--- config.mk ---
export PLATFORM = sky130hd
export DESIGN_NAME = result_bus_arbiter
export DESIGN_NICKNAME = d
export VERILOG_FILES = /design/src/rtl/result_bus_arbiter.sv
export SDC_FILE = /design/constraint.sdc
export NUM_CORES = 1
export LEC_CHECK = 0
export CAP_MARGIN = 10
export CORE_UTILIZATION = 46
export CTS_BUF_LIST = sky130_fd_sc_hd__clkbuf_8
export DETAILED_ROUTE_END_ITERATION = 10
export PLACE_DENSITY = 0.91
export RECOVER_POWER = 100
export SLEW_MARGIN = 40
export SYNTH_ARGS = -nofsm -noshare
export SYNTH_HDL_FRONTEND = slang
export SYNTH_SLANG_ARGS = --single-unit
--- constraint.sdc ---
create_clock -name clk_in -period 3.75 [get_ports clk_in]
set_input_delay 0.5625 -clock clk_in [delete_from_list [all_inputs] [get_ports clk_in]]
set_output_delay 0.5625 -clock clk_in [all_outputs]
set_load 0.02 [all_outputs]
--- src/rtl/result_bus_arbiter.sv ---
// Round-robin arbiter granting up to two completed results per cycle onto the
// reorder buffer's two registered result buses.
`ifndef ROB_WIDTH_BIT
`define ROB_WIDTH_BIT 4
`endif

module result_bus_arbiter #(
  parameter int unsigned NREQ          = 4,
  parameter int unsigned ROB_WIDTH_BIT = `ROB_WIDTH_BIT
) (
  input  logic                          clk_in,
  input  logic                          rst_in,
  input  logic                          rdy_in,
  input  logic                          clear,
  input  logic [NREQ-1:0]               req_valid,
  input  logic [NREQ*ROB_WIDTH_BIT-1:0] req_rob_id,
  input  logic [NREQ*32-1:0]            req_value,
  output logic [NREQ-1:0]               req_ready,
  output logic                          out0_ready,
  output logic [ROB_WIDTH_BIT-1:0]      out0_rob_id,
  output logic [31:0]                   out0_value,
  output logic                          out1_ready,
  output logic [ROB_WIDTH_BIT-1:0]      out1_rob_id,
  output logic [31:0]                   out1_value,
  output logic                          err_dup
);

  localparam int unsigned PW = (NREQ > 1) ? $clog2(NREQ) : 1;

  logic [PW-1:0]            rr_ptr_q, rr_ptr_d;
  logic [PW-1:0]            scan_idx;
  logic [PW-1:0]            grant_a, grant_b;
  logic                     grant_a_vld, grant_b_vld;
  logic [ROB_WIDTH_BIT-1:0] a_id, b_id;
  logic [31:0]              a_val, b_val;
  logic                     active, dup;

  function automatic logic [PW-1:0] wrap_inc(input logic [PW-1:0] p);
    if (int'(p) == int'(NREQ) - 1) return '0;
    return p + 1'b1;
  endfunction

  // Walk the ring once from rr_ptr; first two valid requesters win.
  always_comb begin
    grant_a_vld = 1'b0;
    grant_b_vld = 1'b0;
    grant_a     = '0;
    grant_b     = '0;
    scan_idx    = rr_ptr_q;
    for (int unsigned k = 0; k < NREQ; k++) begin
      if (req_valid[scan_idx]) begin
        if (!grant_a_vld) begin
          grant_a_vld = 1'b1;
          grant_a     = scan_idx;
        end else if (!grant_b_vld) begin
          grant_b_vld = 1'b1;
          grant_b     = scan_idx;
        end
      end
      scan_idx = wrap_inc(scan_idx);
    end
  end

  always_comb begin
    a_id  = req_rob_id[int'(grant_a)*ROB_WIDTH_BIT +: ROB_WIDTH_BIT];
    b_id  = req_rob_id[int'(grant_b)*ROB_WIDTH_BIT +: ROB_WIDTH_BIT];
    a_val = req_value[int'(grant_a)*32 +: 32];
    b_val = req_value[int'(grant_b)*32 +: 32];
    dup   = grant_a_vld && grant_b_vld && (a_id == b_id);
  end

  assign active = rst_in && !clear && rdy_in;

  always_comb begin
    req_ready = '0;
    if (active) begin
      if (grant_a_vld) req_ready[grant_a] = 1'b1;
      if (grant_b_vld) req_ready[grant_b] = 1'b1;
    end
  end

  always_comb begin
    rr_ptr_d = rr_ptr_q;
    if (grant_b_vld)      rr_ptr_d = wrap_inc(grant_b);
    else if (grant_a_vld) rr_ptr_d = wrap_inc(grant_a);
  end

  // Stalled cycles (rdy_in low) hold every register, so a live bus stays up.
  always_ff @(posedge clk_in) begin
    if (!rst_in) begin
      rr_ptr_q    <= '0;
      out0_ready  <= 1'b0;
      out0_rob_id <= '0;
      out0_value  <= '0;
      out1_ready  <= 1'b0;
      out1_rob_id <= '0;
      out1_value  <= '0;
      err_dup     <= 1'b0;
    end else if (clear) begin
      rr_ptr_q   <= '0;
      out0_ready <= 1'b0;
      out1_ready <= 1'b0;
    end else if (rdy_in) begin
      rr_ptr_q   <= rr_ptr_d;
      out0_ready <= grant_a_vld;
      out1_ready <= grant_b_vld;
      if (grant_a_vld) begin
        out0_rob_id <= a_id;
        out0_value  <= a_val;
      end
      if (grant_b_vld) begin
        out1_rob_id <= b_id;
        out1_value  <= b_val;
      end
      if (dup) err_dup <= 1'b1;
    end
  end

endmodule

==> flow_summary.toml, run 1 <==
[outcome]
status = "finished, final reports clean"

[synth]
syn-instance-count = 618
synth.area.top_cells = "dfxtp_1, mux4_2, nand2_1, a21boi_1, mux2i_1"
synth_seq_cells = 77
avgSynthCellArea_sq_um = 9.73
netlist.top_cell.by_area = "dfxtp_1"
synthDistinctLibCells = 61
synth_ff_type = "dfxtp_1"
synth_area_sq_um = 6010
async_reset_ff_share_pct = 0
synth_top_area_share_pct = 25.6
yosysSeqAreaShare_pct = 25.6
synth-edff-count = 0
ys_warn_count = 0
synth_nets = 779

[pwr]
p_leak_uw = 0.00356
switching_share_pct = 39.2
pwr-share-clk_pct = 17.7
p_sw_uw = 1470
comb_power_share_pct = 56.9
powerDensity_nw_per_um2 = 426
pwr-share-seq_pct = 25.4
p_int_uw = 2280
irDropWorstVdd_uv = 287

[placement]
port_buffers = 230
pre_cts_ws_ns = -0.365
dp_hpwl_microns = 15000
gp_congestion = 0.944

[final_layout]
seq_area_sq_um = 1540
layout.cells.most_common = "clkdlybuf4s50_1"
final_cell_mix = "clkdlybuf4s50_1, nand2_1, dfxtp_1"
multi_input_area_sq_um = 4100
area_growth_pct = 46.4
nets = 1024
diodes = 0
drive_above_1_share_pct = 19.9
fillers = 983

[sta]
slew_viol_final = 0
rsz0062_at_grt = "no"
fin_crit_sh_pct = 97.8
fin_crit_ns = 3.67
fin_ws_ns = 0.0809
fmax_ghz = 0.273
finalSetupTns_ns = 0
fin_skew_ns = 0.0160
timing.hold.ws_ns = 0.452
worstMarginPinSlew_ns = 1.00
finalSetupViolCount = 0
hold_viol_final = 0
slew_headroom_pct = 33.3

[critical_path]
cp_data_arrival_time_ns = 3.11
cp-start-kind = "primary input"
required_ns = 3.19
critPathKind = "in -> out"
worstPathMaxFanout = 5
cp-end-kind = "output port"

[global_route]
grt_pass1_vias = 6011
grt_pass1_wl_microns = 30500
grt-ovfl-total = 0
grtUsageTotal_pct = 29.4
antenna_found_initial = 0
grt_max_degree = 76

[drt]
drc = 0
drtPass1Iterations = 6
drtAntennaViolNets = 0
drt_wl_total_microns = 19900
vias = 5975
routed_via_density = 5.75
wl_per_cell_microns = 19.1
first_iter_violations = 390

[clocking]
clockRootBuffer = "clkbuf_8"
cts_tree = "built"
clk_pin_slew_ns = 0.07
clk-insertion-delay-late_ns = 0.37
numCtsBuffers = 9
h-tree-depth = 3
clock_path_buffers = 2
cts.sinks = 77

[die]
die_h_microns = 116
die_w_microns = 116
coreArea_sq_um = 12700
fp-row-count = 41
io_pins = 231
start_util_pct = 47.4
die_area_sq_um = 13500

[hold_path]
hold_path.class = "reg -> reg"

[job]
maxCapViolCount = 0
## synthesized netlist by cell type (6+ instances only)
library cell  instances
buf_4                 9
nand2_1             141
nand3_1               7
clkbuf_1             21
inv_1                10
a21boi_1             65
ha_1                  9
nor2_1               15
o21ai_0               6
mux2_4               26
o211ai_1              9
mux2i_1              41
a21oi_1               6
mux4_2               41
mux2_1                6
o31ai_1               6
dfxtp_1              77
buf_2                13
o211ai_2             26
buf_6                 6
## metrics by stage
stage          power [uW]  util (%)  cells  instance area [sq um]
2_1_floorplan        2460         -    618                   6010
3_3_place_gp         3110      68.5   1023                   8680
3_5_place_dp         3170      68.5   1023                   8680
4_1_cts              3840      70.1   1039                   8880
5_1_grt              3950      69.4   1040                   8800
6_report             3740      69.4   1040                   8800
## worst max-delay path, stage by stage
cell and delay [ns]:
clkdlybuf4s50_1 0.46, mux4_2 0.50, maj3_2 0.31, and2_4 0.16, or3_4 0.42, inv_1 0.10, ha_1 0.14, a22oi_1 0.08
nor2_1 0.17, clkbuf_2 0.20
## sequential cells by signal (all words and copies together), names as in the netlist
| signal | flops |
|---|---|
| out0_value | 32 |
| out1_value | 32 |
| out0_rob_id | 4 |
| out1_rob_id | 4 |
| rr_ptr_q | 2 |
| err_dup | 1 |
| out0_ready | 1 |
| out1_ready | 1 |
## power by group through the flow
stage                     Combinational (uW)  Sequential, uW  Clock, uW
after floorplan                         1380            1080          0
after global placement                  2140             968          0
after detailed placement                2190             974          0
after CTS                               2210             955        675
after global routing                    2280             962        711
final                                   2130             951        664
## final timing paths
check	endpoint	from	slack, ns	depth (start not counted)
setup reg to reg	err_dup$_SDFFE_PN0P_	rr_ptr_q[0]$_SDFFE_PP0P_	0.23	11
hold / removal	out0_value[29]$_SDFFE_PN0P_	out0_value[29]$_SDFFE_PN0P_	0.45	2
setup / recovery	req_ready[0]	req_valid[1]	0.08	10
hold reg to reg	out0_value[29]$_SDFFE_PN0P_	out0_value[29]$_SDFFE_PN0P_	0.45	2
## metal layers
layer	part of all wire (%)	routed length, microns	vias up	GRT usage [%]
li1	-	-	2771	-
met1	39	7760	2879	32.9
met2	50	9960	263	52.0
met3	7.3	1450	62	6.95
met4	3.7	736	0	15.4
met5	0	0	-	0
## logic make-up (layout without fill, tap and decap cells)
| kind of cell | after synthesis | after routing | synth area share, % |
|---|---|---|---|
| muxes | 115 | 115 | 30.0 |
| xor gates and xnor gates | 3 | 3 | 0.437 |
| AOI/OAI and AO/OA | 153 | 153 | 21.7 |
| and+or+nand+nor | 196 | 196 | 14.4 |
| buffers and inverters | 63 | 313 | 5.52 |
| adders and majority gates | 11 | 11 | 2.25 |
| DFF | 77 | 77 | 25.6 |
## final cells by class
cell class / instances / area share (%)
clock inverters: 5 / 0.583
multi-input cells: 478 / 46.6
clock buffers: 11 / 1.72
flip-flops and latches: 77 / 17.5
repair buffers: 284 / 30.5
inverters: 13 / 0.555
well taps: 172 / 2.45
## timing repair
item / in CTS / in global routing
hold buffers: 0 / 0
endpoints found under the setup margin: 4 / 4
gates resized for setup: 14 / 9
pin swaps: 1 / 1
setup buffers: 0 / 1
hold endpoints to repair: 0 / 0
cloned: 0 / 0
No activity file was read; power rests on OpenSTA's default activity.
==> run 2: changes to the inputs <==
--- a/config.mk
+++ b/config.mk
@@ -6,10 +6,12 @@
 export NUM_CORES = 1
 export LEC_CHECK = 0
 export CAP_MARGIN = 10
+export CORE_MARGIN = 2
 export CORE_UTILIZATION = 46
 export CTS_BUF_LIST = sky130_fd_sc_hd__clkbuf_8
 export DETAILED_ROUTE_END_ITERATION = 10
-export PLACE_DENSITY = 0.91
+export GPL_ROUTABILITY_DRIVEN = 0
+export PLACE_DENSITY = 0.84
 export RECOVER_POWER = 100
 export SLEW_MARGIN = 40
 export SYNTH_ARGS = -nofsm -noshare
==> run 2 against run 1 <==
Compared with the run above:
- clock skew decreased by 0.0080 ns
- core utilization increased by 0.38 points
- non-clock buffer count decreased by 2
- clock-buffer cell count increased by 2
- register-to-register slack got worse by 0.05 ns
- clock power increased by 6.0%
- die area increased by 3.5%
- total power increased by 1.6%
- wire length increased by 6.7%
- critical path type unchanged
- critical endpoint is now req_ready[1]
- largest power group unchanged
==> flow_summary.toml, run 2 (same netlist as run 1, synthesis figures left out) <==
[sta]
fmax_ghz = 0.276
slew_viol_final = 0
hold_viol_final = 0
rsz0062_at_grt = "no"
slew_headroom_pct = 53.9
fin_crit_ns = 3.62
fin_skew_ns = 0.00803
finalSetupViolCount = 0
fin_crit_sh_pct = 96.5
worstMarginPinSlew_ns = 0.691
timing.hold.ws_ns = 0.452

[critical_path]
crit_slowest_cell = "mux4_2"
critPathKind = "in -> out"
worstPathMaxFanout = 5
cp_data_arrival_time_ns = 3.06
cp-start-kind = "primary input"
cp-end-kind = "output port"
path_buf_inv = 3
required_ns = 3.19
path_delay_family = "buffers and inverters"
cp_cell_sequence = "clkdlybuf4s50_1 -> mux4_2 -> maj3_2 -> and2_4 -> or3_4 -> inv_1 -> ha_1 -> a22oi_1 -> nor2_1 -> buf_2"
critical-path-max-stage-delay_ns = 0.51

[clocking]
clock_path_buffers = 2
numCtsBuffers = 9
cts_tree = "built"
clockRootBuffer = "clkbuf_8"
cts.sinks = 77
h-tree-depth = 3
clk-insertion-delay-late_ns = 0.36
clk_pin_slew_ns = 0.09
cts_hold_buf = 0

[placement]
dp_cells = 1018
port_buffers = 230
dp_hpwl_microns = 15700

[global_route]
grt_use_met2_pct = 52.3
use_met1_pct = 34.4
grtUsageMet3_pct = 5.69
grt_max_degree = 76
grt-ovfl-total = 0
grt_busiest_layer = "met2"
grtUsageTotal_pct = 29.7
antenna_found_initial = 3
grt_pass1_vias = 6226
grt_pass1_wl_microns = 33200

[drt]
wl_per_cell_microns = 20.4
first_iter_violations = 538
drc = 0
drtPass1Iterations = 5
vias = 6114
routed_via_density = 5.87
drtAntennaViolNets = 0
drt_wl_total_microns = 21200

[final_layout]
layout.cells.most_common = "clkdlybuf4s50_1"
nets = 1022
final_cell_mix = "clkdlybuf4s50_1, nand2_1, dfxtp_1"
top_regs = "out0_value: 32 flops, out1_value: 32 flops"
fillers = 950
area_growth_pct = 47.2
stdcell_count = 1041
drive_above_1_share_pct = 20.4

[hold_path]
hold_path.class = "reg -> reg"

[job]
maxCapViolCount = 0

[pwr]
irDropWorstVdd_uv = 351
p_leak_uw = 0.00358
powerDensity_nw_per_um2 = 430
power_uw = 3800

[die]
io_pins = 231
coreArea_sq_um = 12700
die_h_microns = 118
start_util_pct = 47.4
fp-row-count = 41
die_w_microns = 118
die_area_sq_um = 14000

[outcome]
status = "finished, final reports clean"
[run 2: cell count changes in the layout (fill, tap and decap cells not counted), moves of 3 or more]
cell,before,now
buf_4,44,38
clkbuf_4,4,0
mux2_1,17,6
o211ai_2,17,11
diode_2,0,3
o211ai_1,18,24
mux2_4,15,26
[run 2: worst paths after layout]
kind,startpoint,endpoint,slack (ns),cells past startpoint
max,req_valid[0],req_ready[1],0.13,10
min,out0_value[18]$_SDFFE_PN0P_,out0_value[18]$_SDFFE_PN0P_,0.45,2
max reg2reg,rr_ptr_q[0]$_SDFFE_PP0P_,out1_value[6]$_SDFFE_PN0P_,0.18,12
min reg2reg,out0_value[18]$_SDFFE_PN0P_,out0_value[18]$_SDFFE_PN0P_,0.45,2
[run 2: timing repair]
item	CTS	global route
setup buffers	1	3
pin swaps	1	3
resized for setup	9	16
endpoints found under the setup margin	4	15
cloned	0	0
[run 2: where the power goes]
| part | total (uW) | switching, uW | internal [uW] |
|---|---|---|---|
| combinational | 2150 | 1110 | 1040 |
| clock | 704 | 324 | 380 |
| sequential | 954 | 44.9 | 909 |
| total | 3800 | 1470 | 2330 |
[run 2: routing by layer]
layer | routed length, microns | up-vias
met5 | 0 | -
met4 | 895 | 0
met3 | 1500 | 59
met2 | 10700 | 310
met1 | 8180 | 2984
li1 | - | 2761
[run 2: final cells by class]
class	instances	area [sq um]	share of cell area, %
sequential	77	1540	17.4
timing repair buffer	282	2680	30.3
clock buffer	13	179	2.02
antenna	3	7.51	0.0849
tap	172	215	2.43
inverter	13	48.8	0.552
multi-input combinational	478	4140	46.7
clock inverter	3	42.5	0.481
[run 2: metrics by stage]
step	setup TNS, ns	util [%]	area, sq um	setup WS, ns
floorplan	0	-	6010	0.0694
global placement	-3.26	68.2	8640	-0.227
detailed placement	-4.93	68.5	8670	-0.364
CTS	0	70.3	8910	0.00889
global route	0	69.8	8850	0.0345
finish	0	69.8	8850	0.131
[run 2: worst min-delay path, stage by stage (launching register included)]
cell      delay (ns)
dfxtp_1         0.31
nand2_1         0.05
a21boi_1        0.05
